## config.mk

```make
export PLATFORM = sky130hd
export DESIGN_NAME = bp_me_axil_master
export DESIGN_NICKNAME = d
export VERILOG_FILES = /design/src/rtl/bp_me_axil_master_pkg.sv /design/src/rtl/bp_me_axil_strb_gen.sv /design/src/rtl/bp_me_axil_master.sv
export SDC_FILE = /design/constraint.sdc
export NUM_CORES = 1
export LEC_CHECK = 0
export BUFFER_PORTS_ARGS = -buffer_cell sky130_fd_sc_hd__buf_2
export CORE_MARGIN = 10
export CORE_UTILIZATION = 40
export DETAILED_ROUTE_END_ITERATION = 12
export PLACE_DENSITY_LB_ADDON = 0.2
export SYNTH_ARGS = -nofsm -noshare
export SYNTH_HDL_FRONTEND = slang
export SYNTH_SLANG_ARGS = --single-unit
```

## constraint.sdc

```tcl
create_clock -name clk_i -period 3.2 [get_ports clk_i]
set_clock_uncertainty 0.1 [all_clocks]
set_input_delay 0.64 -clock clk_i [delete_from_list [all_inputs] [get_ports clk_i]]
set_output_delay 0.64 -clock clk_i [all_outputs]
set_load 0.01 [all_outputs]
```

## src/rtl/bp_me_axil_master_pkg.sv

```systemverilog
// Shared types for the BedRock-to-AXI4-Lite master bridge: BedRock header
// layout, AXI response/protection encodings, the bridge FSM states and the
// size-to-strobe helper reused by future AXI bridges.
package bp_me_axil_master_pkg;

    localparam int paddr_width_gp       = 40;
    localparam int mem_payload_width_gp = 16;

    typedef enum logic [0:0] {
        e_bp_default_cfg = 1'b0
    } bp_params_e;

    typedef enum logic [3:0] {
        e_bedrock_mem_rd    = 4'd0,
        e_bedrock_mem_wr    = 4'd1,
        e_bedrock_mem_uc_rd = 4'd2,
        e_bedrock_mem_uc_wr = 4'd3,
        e_bedrock_mem_pre   = 4'd4,
        e_bedrock_mem_amo   = 4'd5
    } bp_bedrock_mem_type_e;

    typedef enum logic [2:0] {
        e_bedrock_msg_size_1   = 3'd0,
        e_bedrock_msg_size_2   = 3'd1,
        e_bedrock_msg_size_4   = 3'd2,
        e_bedrock_msg_size_8   = 3'd3,
        e_bedrock_msg_size_16  = 3'd4,
        e_bedrock_msg_size_32  = 3'd5,
        e_bedrock_msg_size_64  = 3'd6,
        e_bedrock_msg_size_128 = 3'd7
    } bp_bedrock_msg_size_e;

    // Header layout, most significant field first
    typedef struct packed {
        logic [mem_payload_width_gp-1:0] payload;
        bp_bedrock_msg_size_e            size;
        logic [paddr_width_gp-1:0]       addr;
        logic [3:0]                      subop;
        bp_bedrock_mem_type_e            msg_type;
    } bp_bedrock_mem_header_s;

    typedef enum logic [1:0] {
        e_axi_resp_okay   = 2'b00,
        e_axi_resp_exokay = 2'b01,
        e_axi_resp_slverr = 2'b10,
        e_axi_resp_decerr = 2'b11
    } axi_resp_type_e;

    typedef enum logic [2:0] {
        e_axi_prot_default     = 3'b000,
        e_axi_prot_privileged  = 3'b001,
        e_axi_prot_nonsecure   = 3'b010,
        e_axi_prot_instruction = 3'b100
    } axi_prot_type_e;

    typedef enum logic [2:0] {
        e_ready  = 3'd0,
        e_write  = 3'd1,
        e_wait_b = 3'd2,
        e_read   = 3'd3,
        e_wait_r = 3'd4,
        e_resp   = 3'd5
    } bp_me_axil_state_e;

    // Physical address width supplied by a processor configuration
    function automatic int bp_paddr_width(bp_params_e cfg);
        case (cfg)
            e_bp_default_cfg: return paddr_width_gp;
            default:          return paddr_width_gp;
        endcase
    endfunction

    // Byte strobe for a 64-bit lane set; narrower buses keep the low bits.
    // The offset is rounded down to the natural alignment of the size.
    function automatic logic [7:0] size_to_strb(bp_bedrock_msg_size_e size, logic [2:0] offset);
        case (size)
            e_bedrock_msg_size_1: return 8'h01 << offset;
            e_bedrock_msg_size_2: return 8'h03 << {offset[2:1], 1'b0};
            e_bedrock_msg_size_4: return 8'h0F << {offset[2], 2'b00};
            default:              return 8'hFF;
        endcase
    endfunction

endpackage

```

## src/rtl/bp_me_axil_strb_gen.sv

```systemverilog
// Combinational write-lane generator: maps BedRock size and byte offset to an
// AXI write strobe and replicates the LSB-aligned payload across the bus so
// the enabled lanes always carry the right bytes.
module bp_me_axil_strb_gen
    import bp_me_axil_master_pkg::*;
#(
    parameter int data_width_p = 32,
    localparam int strb_width_lp = data_width_p / 8,
    localparam int lg_bytes_lp   = $clog2(strb_width_lp)
)(
    input  bp_bedrock_msg_size_e       size_i,
    input  logic [lg_bytes_lp-1:0]     offset_i,
    input  logic [data_width_p-1:0]    data_i,
    output logic [strb_width_lp-1:0]   wstrb_o,
    output logic [data_width_p-1:0]    wdata_o
);

    assign wstrb_o = strb_width_lp'(size_to_strb(size_i, 3'(offset_i)));

    for (genvar gi = 0; gi < strb_width_lp; gi++) begin : g_lane
        logic [7:0] lane_byte;

        // Each lane takes the payload byte at its position modulo the access size
        always_comb begin
            case (size_i)
                e_bedrock_msg_size_1: lane_byte = data_i[7:0];
                e_bedrock_msg_size_2: lane_byte = data_i[8*(gi%2)+:8];
                e_bedrock_msg_size_4: lane_byte = data_i[8*(gi%4)+:8];
                default:              lane_byte = data_i[8*gi+:8];
            endcase
        end

        assign wdata_o[8*gi+:8] = lane_byte;
    end

endmodule

```

## src/rtl/bp_me_axil_master.sv

```systemverilog
// BedRock I/O command to AXI4-Lite master bridge. One transaction in flight;
// all AXI valids/readies and BedRock handshake outputs come from registers.
module bp_me_axil_master
    import bp_me_axil_master_pkg::*;
#(
    parameter bp_params_e bp_params_p = e_bp_default_cfg,
    parameter int axil_data_width_p   = 32,
    parameter int axil_addr_width_p   = 32,
    localparam int mem_header_width_lp = $bits(bp_bedrock_mem_header_s),
    localparam int axil_strb_width_lp  = axil_data_width_p / 8,
    localparam int lg_bytes_lp         = $clog2(axil_strb_width_lp)
)(
    input  logic                           clk_i,
    input  logic                           reset_n_i,

    input  logic [mem_header_width_lp-1:0] io_cmd_header_i,
    input  logic [axil_data_width_p-1:0]   io_cmd_data_i,
    input  logic                           io_cmd_v_i,
    output logic                           io_cmd_ready_and_o,
    input  logic                           io_cmd_last_i,

    output logic [mem_header_width_lp-1:0] io_resp_header_o,
    output logic [axil_data_width_p-1:0]   io_resp_data_o,
    output logic                           io_resp_v_o,
    input  logic                           io_resp_ready_and_i,
    output logic                           io_resp_last_o,

    output logic [axil_addr_width_p-1:0]   m_axil_awaddr_o,
    output logic [2:0]                     m_axil_awprot_o,
    output logic                           m_axil_awvalid_o,
    input  logic                           m_axil_awready_i,

    output logic [axil_data_width_p-1:0]   m_axil_wdata_o,
    output logic [axil_strb_width_lp-1:0]  m_axil_wstrb_o,
    output logic                           m_axil_wvalid_o,
    input  logic                           m_axil_wready_i,

    input  logic [1:0]                     m_axil_bresp_i,
    input  logic                           m_axil_bvalid_i,
    output logic                           m_axil_bready_o,

    output logic [axil_addr_width_p-1:0]   m_axil_araddr_o,
    output logic [2:0]                     m_axil_arprot_o,
    output logic                           m_axil_arvalid_o,
    input  logic                           m_axil_arready_i,

    input  logic [axil_data_width_p-1:0]   m_axil_rdata_i,
    input  logic [1:0]                     m_axil_rresp_i,
    input  logic                           m_axil_rvalid_i,
    output logic                           m_axil_rready_o,

    output logic                           error_o
);

    if (axil_data_width_p != 32 && axil_data_width_p != 64) begin : g_bad_data_width
        $error("bp_me_axil_master: axil_data_width_p must be 32 or 64");
    end
    if (axil_addr_width_p > bp_paddr_width(bp_params_p)) begin : g_bad_addr_width
        $error("bp_me_axil_master: axil_addr_width_p exceeds the physical address width");
    end

    bp_bedrock_mem_header_s        cmd_header_li;
    bp_bedrock_mem_header_s        header_reg;
    logic [axil_data_width_p-1:0]  data_reg;
    bp_me_axil_state_e             state_reg;

    logic cmd_ready_reg, aw_pend_reg, w_pend_reg, ar_reg;
    logic bready_reg, rready_reg, resp_v_reg, error_reg;
    logic [axil_data_width_p-1:0]  resp_data_reg;

    logic cmd_fire, cmd_is_write, cmd_is_read, cmd_size_ok, cmd_supported;
    logic [lg_bytes_lp-1:0]        offset;
    logic [axil_addr_width_p-1:0]  axil_addr;
    logic [axil_data_width_p-1:0]  rdata_shifted, rdata_masked;

    assign cmd_header_li = io_cmd_header_i;
    assign cmd_fire      = cmd_ready_reg & io_cmd_v_i;
    assign cmd_is_write  = (cmd_header_li.msg_type == e_bedrock_mem_wr)
                         | (cmd_header_li.msg_type == e_bedrock_mem_uc_wr);
    assign cmd_is_read   = (cmd_header_li.msg_type == e_bedrock_mem_rd)
                         | (cmd_header_li.msg_type == e_bedrock_mem_uc_rd);
    // Sizes wider than the bus cannot be carried by a single AXI4-Lite beat
    assign cmd_size_ok   = (int'(cmd_header_li.size) <= lg_bytes_lp);
    assign cmd_supported = (cmd_is_write | cmd_is_read) & cmd_size_ok & io_cmd_last_i;

    // Command header and payload capture on acceptance (enabled register)
    always_ff @(posedge clk_i) begin
        if (cmd_fire) begin
            header_reg <= cmd_header_li;
            data_reg   <= io_cmd_data_i;
        end
    end

    assign offset    = header_reg.addr[lg_bytes_lp-1:0];
    assign axil_addr = {header_reg.addr[axil_addr_width_p-1:lg_bytes_lp], {lg_bytes_lp{1'b0}}};

    bp_me_axil_strb_gen #(
        .data_width_p (axil_data_width_p)
    ) strb_gen (
        .size_i   (header_reg.size),
        .offset_i (offset),
        .data_i   (data_reg),
        .wstrb_o  (m_axil_wstrb_o),
        .wdata_o  (m_axil_wdata_o)
    );

    // Read data: bring the addressed bytes down to bit 0, then clear above the size
    always_comb begin
        rdata_shifted = m_axil_rdata_i >> {offset, 3'b000};
        case (header_reg.size)
            e_bedrock_msg_size_1: rdata_masked = rdata_shifted & axil_data_width_p'(8'hFF);
            e_bedrock_msg_size_2: rdata_masked = rdata_shifted & axil_data_width_p'(16'hFFFF);
            e_bedrock_msg_size_4: rdata_masked = rdata_shifted & axil_data_width_p'(32'hFFFF_FFFF);
            default:              rdata_masked = rdata_shifted;
        endcase
    end

    // Bridge FSM with registered handshake outputs and sticky error flag
    always_ff @(posedge clk_i) begin
        if (!reset_n_i) begin
            state_reg     <= e_ready;
            cmd_ready_reg <= 1'b0;
            aw_pend_reg   <= 1'b0;
            w_pend_reg    <= 1'b0;
            ar_reg        <= 1'b0;
            bready_reg    <= 1'b0;
            rready_reg    <= 1'b0;
            resp_v_reg    <= 1'b0;
            error_reg     <= 1'b0;
            resp_data_reg <= '0;
        end else begin
            case (state_reg)
                e_ready: begin
                    cmd_ready_reg <= 1'b1;
                    if (cmd_fire) begin
                        cmd_ready_reg <= 1'b0;
                        resp_data_reg <= '0;
                        if (!cmd_supported) begin
                            resp_v_reg <= 1'b1;
                            error_reg  <= 1'b1;
                            state_reg  <= e_resp;
                        end else if (cmd_is_write) begin
                            aw_pend_reg <= 1'b1;
                            w_pend_reg  <= 1'b1;
                            state_reg   <= e_write;
                        end else begin
                            ar_reg    <= 1'b1;
                            state_reg <= e_read;
                        end
                    end
                end
                e_write: begin
                    if (aw_pend_reg & m_axil_awready_i) aw_pend_reg <= 1'b0;
                    if (w_pend_reg & m_axil_wready_i)   w_pend_reg  <= 1'b0;
                    if ((!aw_pend_reg | m_axil_awready_i) & (!w_pend_reg | m_axil_wready_i)) begin
                        bready_reg <= 1'b1;
                        state_reg  <= e_wait_b;
                    end
                end
                e_wait_b: begin
                    if (m_axil_bvalid_i) begin
                        bready_reg <= 1'b0;
                        resp_v_reg <= 1'b1;
                        state_reg  <= e_resp;
                        if (axi_resp_type_e'(m_axil_bresp_i) != e_axi_resp_okay) error_reg <= 1'b1;
                    end
                end
                e_read: begin
                    if (m_axil_arready_i) begin
                        ar_reg     <= 1'b0;
                        rready_reg <= 1'b1;
                        state_reg  <= e_wait_r;
                    end
                end
                e_wait_r: begin
                    if (m_axil_rvalid_i) begin
                        rready_reg    <= 1'b0;
                        resp_data_reg <= rdata_masked;
                        resp_v_reg    <= 1'b1;
                        state_reg     <= e_resp;
                        if (axi_resp_type_e'(m_axil_rresp_i) != e_axi_resp_okay) error_reg <= 1'b1;
                    end
                end
                e_resp: begin
                    if (io_resp_ready_and_i) begin
                        resp_v_reg    <= 1'b0;
                        cmd_ready_reg <= 1'b1;
                        state_reg     <= e_ready;
                    end
                end
                default: state_reg <= e_ready;
            endcase
        end
    end

    assign io_cmd_ready_and_o = cmd_ready_reg;
    assign io_resp_header_o   = header_reg;
    assign io_resp_data_o     = resp_data_reg;
    assign io_resp_v_o        = resp_v_reg;
    assign io_resp_last_o     = resp_v_reg;

    assign m_axil_awaddr_o    = axil_addr;
    assign m_axil_awprot_o    = e_axi_prot_default;
    assign m_axil_awvalid_o   = aw_pend_reg;
    assign m_axil_wvalid_o    = w_pend_reg;
    assign m_axil_bready_o    = bready_reg;
    assign m_axil_araddr_o    = axil_addr;
    assign m_axil_arprot_o    = e_axi_prot_default;
    assign m_axil_arvalid_o   = ar_reg;
    assign m_axil_rready_o    = rready_reg;
    assign error_o            = error_reg;

endmodule
```

* Yosys cells after proc, flatten, opt, wreduce, memory -nomap -nowiden
Index checks and enable logic that the tools add are counted.
** Operators by class
- Divide/modulo/power cells :: 0
- Reduce and logical (&&, ||, !) cells :: 26
- Multiply operators :: 0
- $lt $le $gt $ge :: 1
- Equal/unequal tests :: 24
- $add $sub $neg :: 0
- Bitwise gates (word level) :: 11
- Multiplexer cells :: 49
- Shift-type cells :: 3
** Operator list (number)
- case mux 32 bit (2 select lines) :: 2
- two-way mux 32 bit :: 2
- >> shifter 32 x 5 -> 32 bit :: 1
- != test 2 bit, second input constant :: 14
- two-way mux 1 bit :: 24
- two-way mux 3 bit :: 7
- case mux 3 bit (6 select lines) :: 1
- two-way mux 8 bit :: 2
- case mux 8 bit (2 select lines) :: 1
- nonzero test 2 bit :: 8
- AND reduction 5 bit :: 3
- case mux 1 bit (2 select lines) :: 6
- case mux 4 bit (3 select lines) :: 1
- AND reduction 6 bit :: 2
- equality test 3 x 2 -> 1 bit, second input constant :: 3
- AND reduction 3 bit :: 3
- equality test 4 x 2 -> 1 bit, second input constant :: 2
- AND reduction 7 bit :: 1
- bitwise AND 1 bit :: 6
- equality test 3 x 1 -> 1 bit, second input constant :: 2
- equality test 3 bit, second input constant :: 2
- logical NOT 3 bit :: 2
- OR 1 bit :: 5
- equality test 4 x 1 -> 1 bit, second input constant :: 1
- 12 further kinds :: 13
** Storage, ports and cells
- Bits in read-only memories :: 0
- RAM bits :: 0
- Latch bits :: 0
- Register bits :: 142
- Input bits :: 145
- Logic and storage cells :: 130
- Memories :: 0

* Longest topological paths before layout
- Depth after elaboration :: 8
- Gate-level depth with buffers :: 7
- Depth with buffers taken out :: 4

* Cells and area by module
From an unflattened synthesis, not the netlist that was laid out.
** Unflattened totals
- Cell total of the unflattened synthesis :: 486
- Area, all modules :: 6302.3 um^2
** By module, submodules not included
- bp_me_axil_master :: cells each 423, instances 1, area each 5788.1 um^2
- bp_me_axil_strb_gen :: cells each 63, instances 1, area each 514.2 um^2

* Worst setup path after synthesis
OpenSTA, ideal clock, no wires.
- Kind :: input to register
- From :: input io_cmd_v_i
- To :: register data_reg[0] (enable)
- Arrival :: 2.663 ns
- Data required time :: 2.647 ns
- Setup time :: 0.453 ns
- Stages on the path :: 2
- Setup slack :: -0.016 ns
- Cells stage by stage :: nand2_1 -> inv_1
** On the way
- Longest elaborated chain between the ends :: 1
** RTL lines
- start: declaration :: line bp_me_axil_master.sv:18 : input logic io_cmd_v_i,
- bitwise AND 1 bit :: line bp_me_axil_master.sv:77 : assign cmd_fire = cmd_ready_reg & io_cmd_v_i;
- net cmd_fire :: line bp_me_axil_master.sv:71 : logic cmd_fire, cmd_is_write, cmd_is_read, cmd_size_ok, cmd_supported;
- end signal: assignment :: line bp_me_axil_master.sv:90 : data_reg <= io_cmd_data_i;
- end: declaration :: line bp_me_axil_master.sv:64 : logic [axil_data_width_p-1:0] data_reg;
The timed path passes the listed nets, and every way through them passes these cells.
A chain may end at the register's enable or synchronous reset.

* Worst setup path in the final report
- From :: register header_reg, in the netlist io_resp_header_o[9]
- To :: output m_axil_wstrb_o[2]
** On the way
- Longest elaborated chain between the ends :: 2
** RTL lines
- start: declaration :: line bp_me_axil_master.sv:63 : bp_bedrock_mem_header_s header_reg;
- start signal: assignment :: line bp_me_axil_master.sv:89 : header_reg <= cmd_header_li;
- left shift 2 x 2 -> 4 bit or left shift 1 x 2 -> 4 bit (tied branches) :: line bp_me_axil_master_pkg.sv:78, bp_me_axil_master_pkg.sv:77
- case mux 4 bit (3 select lines) (*) :: line bp_me_axil_master_pkg.sv:76 : case (size)
- end: declaration :: line bp_me_axil_master.sv:34 : output logic [axil_strb_width_lp-1:0] m_axil_wstrb_o,
Every way passes the cells marked *; elsewhere a longest branch is shown, timed or not.

==> results.yml <==
drt:
  drc: 0
  avgViaCountPerCell: 4.89
  postRouteAntennaNets: 0
  wl_per_cell_um: 21.6
  num_vias: 4817
  wirelength_mm: 21.2
  drt_iter0_drc: 285
  firstDrtPassIters: 4
worst_setup_path:
  r2r_start: "io_resp_header_o[9]"
  timing.rr.end: "io_resp_data_o[25]"
  critPathArrivalTime_ns: 1.86
  cp_max_fo: 22
  cp-end-kind: "output port"
  cp.required_ns: 2.46
  rr_worst_depth: 4
  worstSetupPathType: "register to output port"
  regToRegSetupSlack_ns: 1.13
  startpoint_type: "register"
global_route:
  antenna_found_initial: 2
  gr-total-overflow: 0
  grt_usage_pct: 19.5
  grt_max_degree: 54
  grt_pass1_vias: 5081
  grt_pass1_wl_mm: 32.2
sta:
  drv_slew: 0
  max_freq_mhz: 384
  rsz0062_at_grt: "no"
  period_share_pct: 81.3
  setup_violations: 0
  tightest_slew_ns: 0.937
  max-slew-margin-rel_pct: 37.6
  final-hold-violation-count: 0
  setup_tns_ns: 0
  timing.final.crit_period_ns: 2.60
clock_network:
  clk_pin_slew_ns: 0.06
  cts-resized-gates: 0
  ctsHoldBuffers: 0
  clk_latency_ns: 0.41
  clock-sinks: 142
  cts_buffer_depth: 2
  cts_buffers: 17
  cts.htree.levels: 4
  cts_setup_buffers: 0
  cts_tree: "done"
  cts.root.buffer_cell: "clkbuf_16"
synth:
  seq_area_frac_synth_pct: 60.7
  synth_top_area_share_pct: 47.1
  yosysMostFrequentCell: "edfxtp_1"
  syn_area_mm2: 0.00631
  synth_edf_count: 99
  ys_seq_elements: 142
  synthTopCellsByCount: "edfxtp_1, buf_4, dfxtp_1"
  ys.warnings.count: 0
  synth.distinct_cells: 52
  syn_area_per_cell_um2: 13.2
  ys_async_sr_fraction_pct: 0
  yosys.area.top_type: "edfxtp_1"
  synth-main-ff-cell: "edfxtp_1"
  netlist_instances: 479
  synth_area_leaders: "edfxtp_1, dfxtp_1, buf_4"
worst_hold_path:
  hold_class: "input pin to register"
  min_to: "data_reg[0]"
  hp-start: "io_cmd_data_i[0]"
  holdPathStages: 1
cells_and_area:
  multiInputGateArea_mm2: 0.00178
  largest_register_ff_count: 67
  regArea_mm2: 0.00383
  n_fill_cell: 1367
  fin_nets: 906
  drive_gt1_share_pct: 56.3
  area_growth_pct: 31.3
power_and_ir_drop:
  power_mw: 5.96
  p_clk_share_pct: 32.1
  power_frac_seq_pct: 42.6
  p_leak_nw: 3.59
  p_comb_share_pct: 25.3
  vdd_ir_drop_max_uv: 357
  p_int_mw: 4.09
  switchingPower_mw: 1.87
  p_sw_share_pct: 31.4
  p_per_area_mw_per_mm2: 719
floorplanning:
  dieArea_mm2: 0.0212
  rows: 45
  core-area_mm2: 0.0153
  die_h_um: 146
  pin_count: 359
  die_x_um: 146
  initial_core_util_pct: 41.2
status:
  status: "completed"
flow_run:
  drv_cap: 0
placed_design:
  dp_hpwl_mm: 17.1
  gp_congestion: 0.881
  port_buffers: 348
[power by group through the flow]
| stage | sequential (mW) | combinational (mW) | clock, mW |
|---|---|---|---|
| after CTS | 2.54 | 1.53 | 1.96 |
| final | 2.54 | 1.51 | 1.91 |
| after floorplan | 2.54 | 1.06 | 0 |
| after global placement | 2.57 | 1.52 | 0 |
| after detailed placement | 2.58 | 1.53 | 0 |
| after global routing | 2.58 | 1.65 | 2.06 |
[cells by family (layout without fill, tap and decap cells)]
kind of cell           count (synthesis)  after routing  share of synthesized area (%)
flip-flops                           142            142                           60.7
buffers and inverters                107            393                           11.7
AND/OR/NAND/NOR                       98             98                           8.76
AO/OA/AOI/OAI                         83             83                           9.11
multiplexers                          48             48                           9.67
other                                  1             11                         0.0594
[layout by cell type, fill, tap and decap left out, types with 5 or more instances in the layout]
cell and n:
buf_2 348, edfxtp_1 99, dfxtp_1 43, nor2_1 29, a21oi_1 28, nand2_1 25, mux2_2 22, clkbuf_16 20
nand3_1 17, a22oi_1 17, mux2i_1 16, conb_1 10, buf_4 9, o2bb2ai_1 8, mux4_2 8, o21ai_0 7
nor2b_1 5, a31oi_1 5
[how the worst max path moves through the flow]
stage / start / end / slack (ns)
after floorplan: io_cmd_v_i / data_reg[0] / 0.47
after global placement: io_resp_header_o[9] / m_axil_wstrb_o[2] / 1.07
after detailed placement: io_resp_header_o[50] / m_axil_wdata_o[19] / 1.04
after CTS: io_resp_header_o[9] / m_axil_wstrb_o[2] / 0.57
after global routing: io_resp_header_o[9] / m_axil_wstrb_o[2] / 0.46
final: io_resp_header_o[9] / m_axil_wstrb_o[2] / 0.60
[area by class of cell]
cell class	instances	area share, %
Antenna cell	1	0.0302
Clock buffer	25	6.52
Clock inverter	7	0.558
Inverter	4	0.226
Multi-Input combinational cell	239	21.5
Tap cell	211	3.18
Timing Repair Buffer	357	21.8
Sequential cell	142	46.2
[metal layers]
layer | global-route usage (%) | vias up | part of all wire (%)
met4 | 6.52 | 2 | 1.8
met2 | 33.9 | 227 | 51
met1 | 20.8 | 2320 | 38
met5 | 0 | - | 0.061
li1 | - | 2245 | -
met3 | 8.51 | 23 | 8.7
[critical path, cell delays in order, from the launching register on]
cell	delay [ns]
edfxtp_1	0.96
inv_1	0.12
o21ai_0	0.20
buf_2	0.16
[stage by stage]
stage | utilization, % | hold WS [ns] | setup WS [ns] | cell area [um^2] | std cells
3_3_place_gp | 50.3 | 0.337 | 1.07 | 7700 | 953
2_1_floorplan | - | 0.376 | 0.472 | 6350 | 488
3_5_place_dp | 50.3 | 0.341 | 1.04 | 7700 | 953
4_1_cts | 54.1 | 0.278 | 0.573 | 8290 | 985
6_report | 54.2 | 0.298 | 0.598 | 8290 | 986
5_1_grt | 54.2 | 0.270 | 0.463 | 8290 | 986
(Power assumes the default switching activity.)
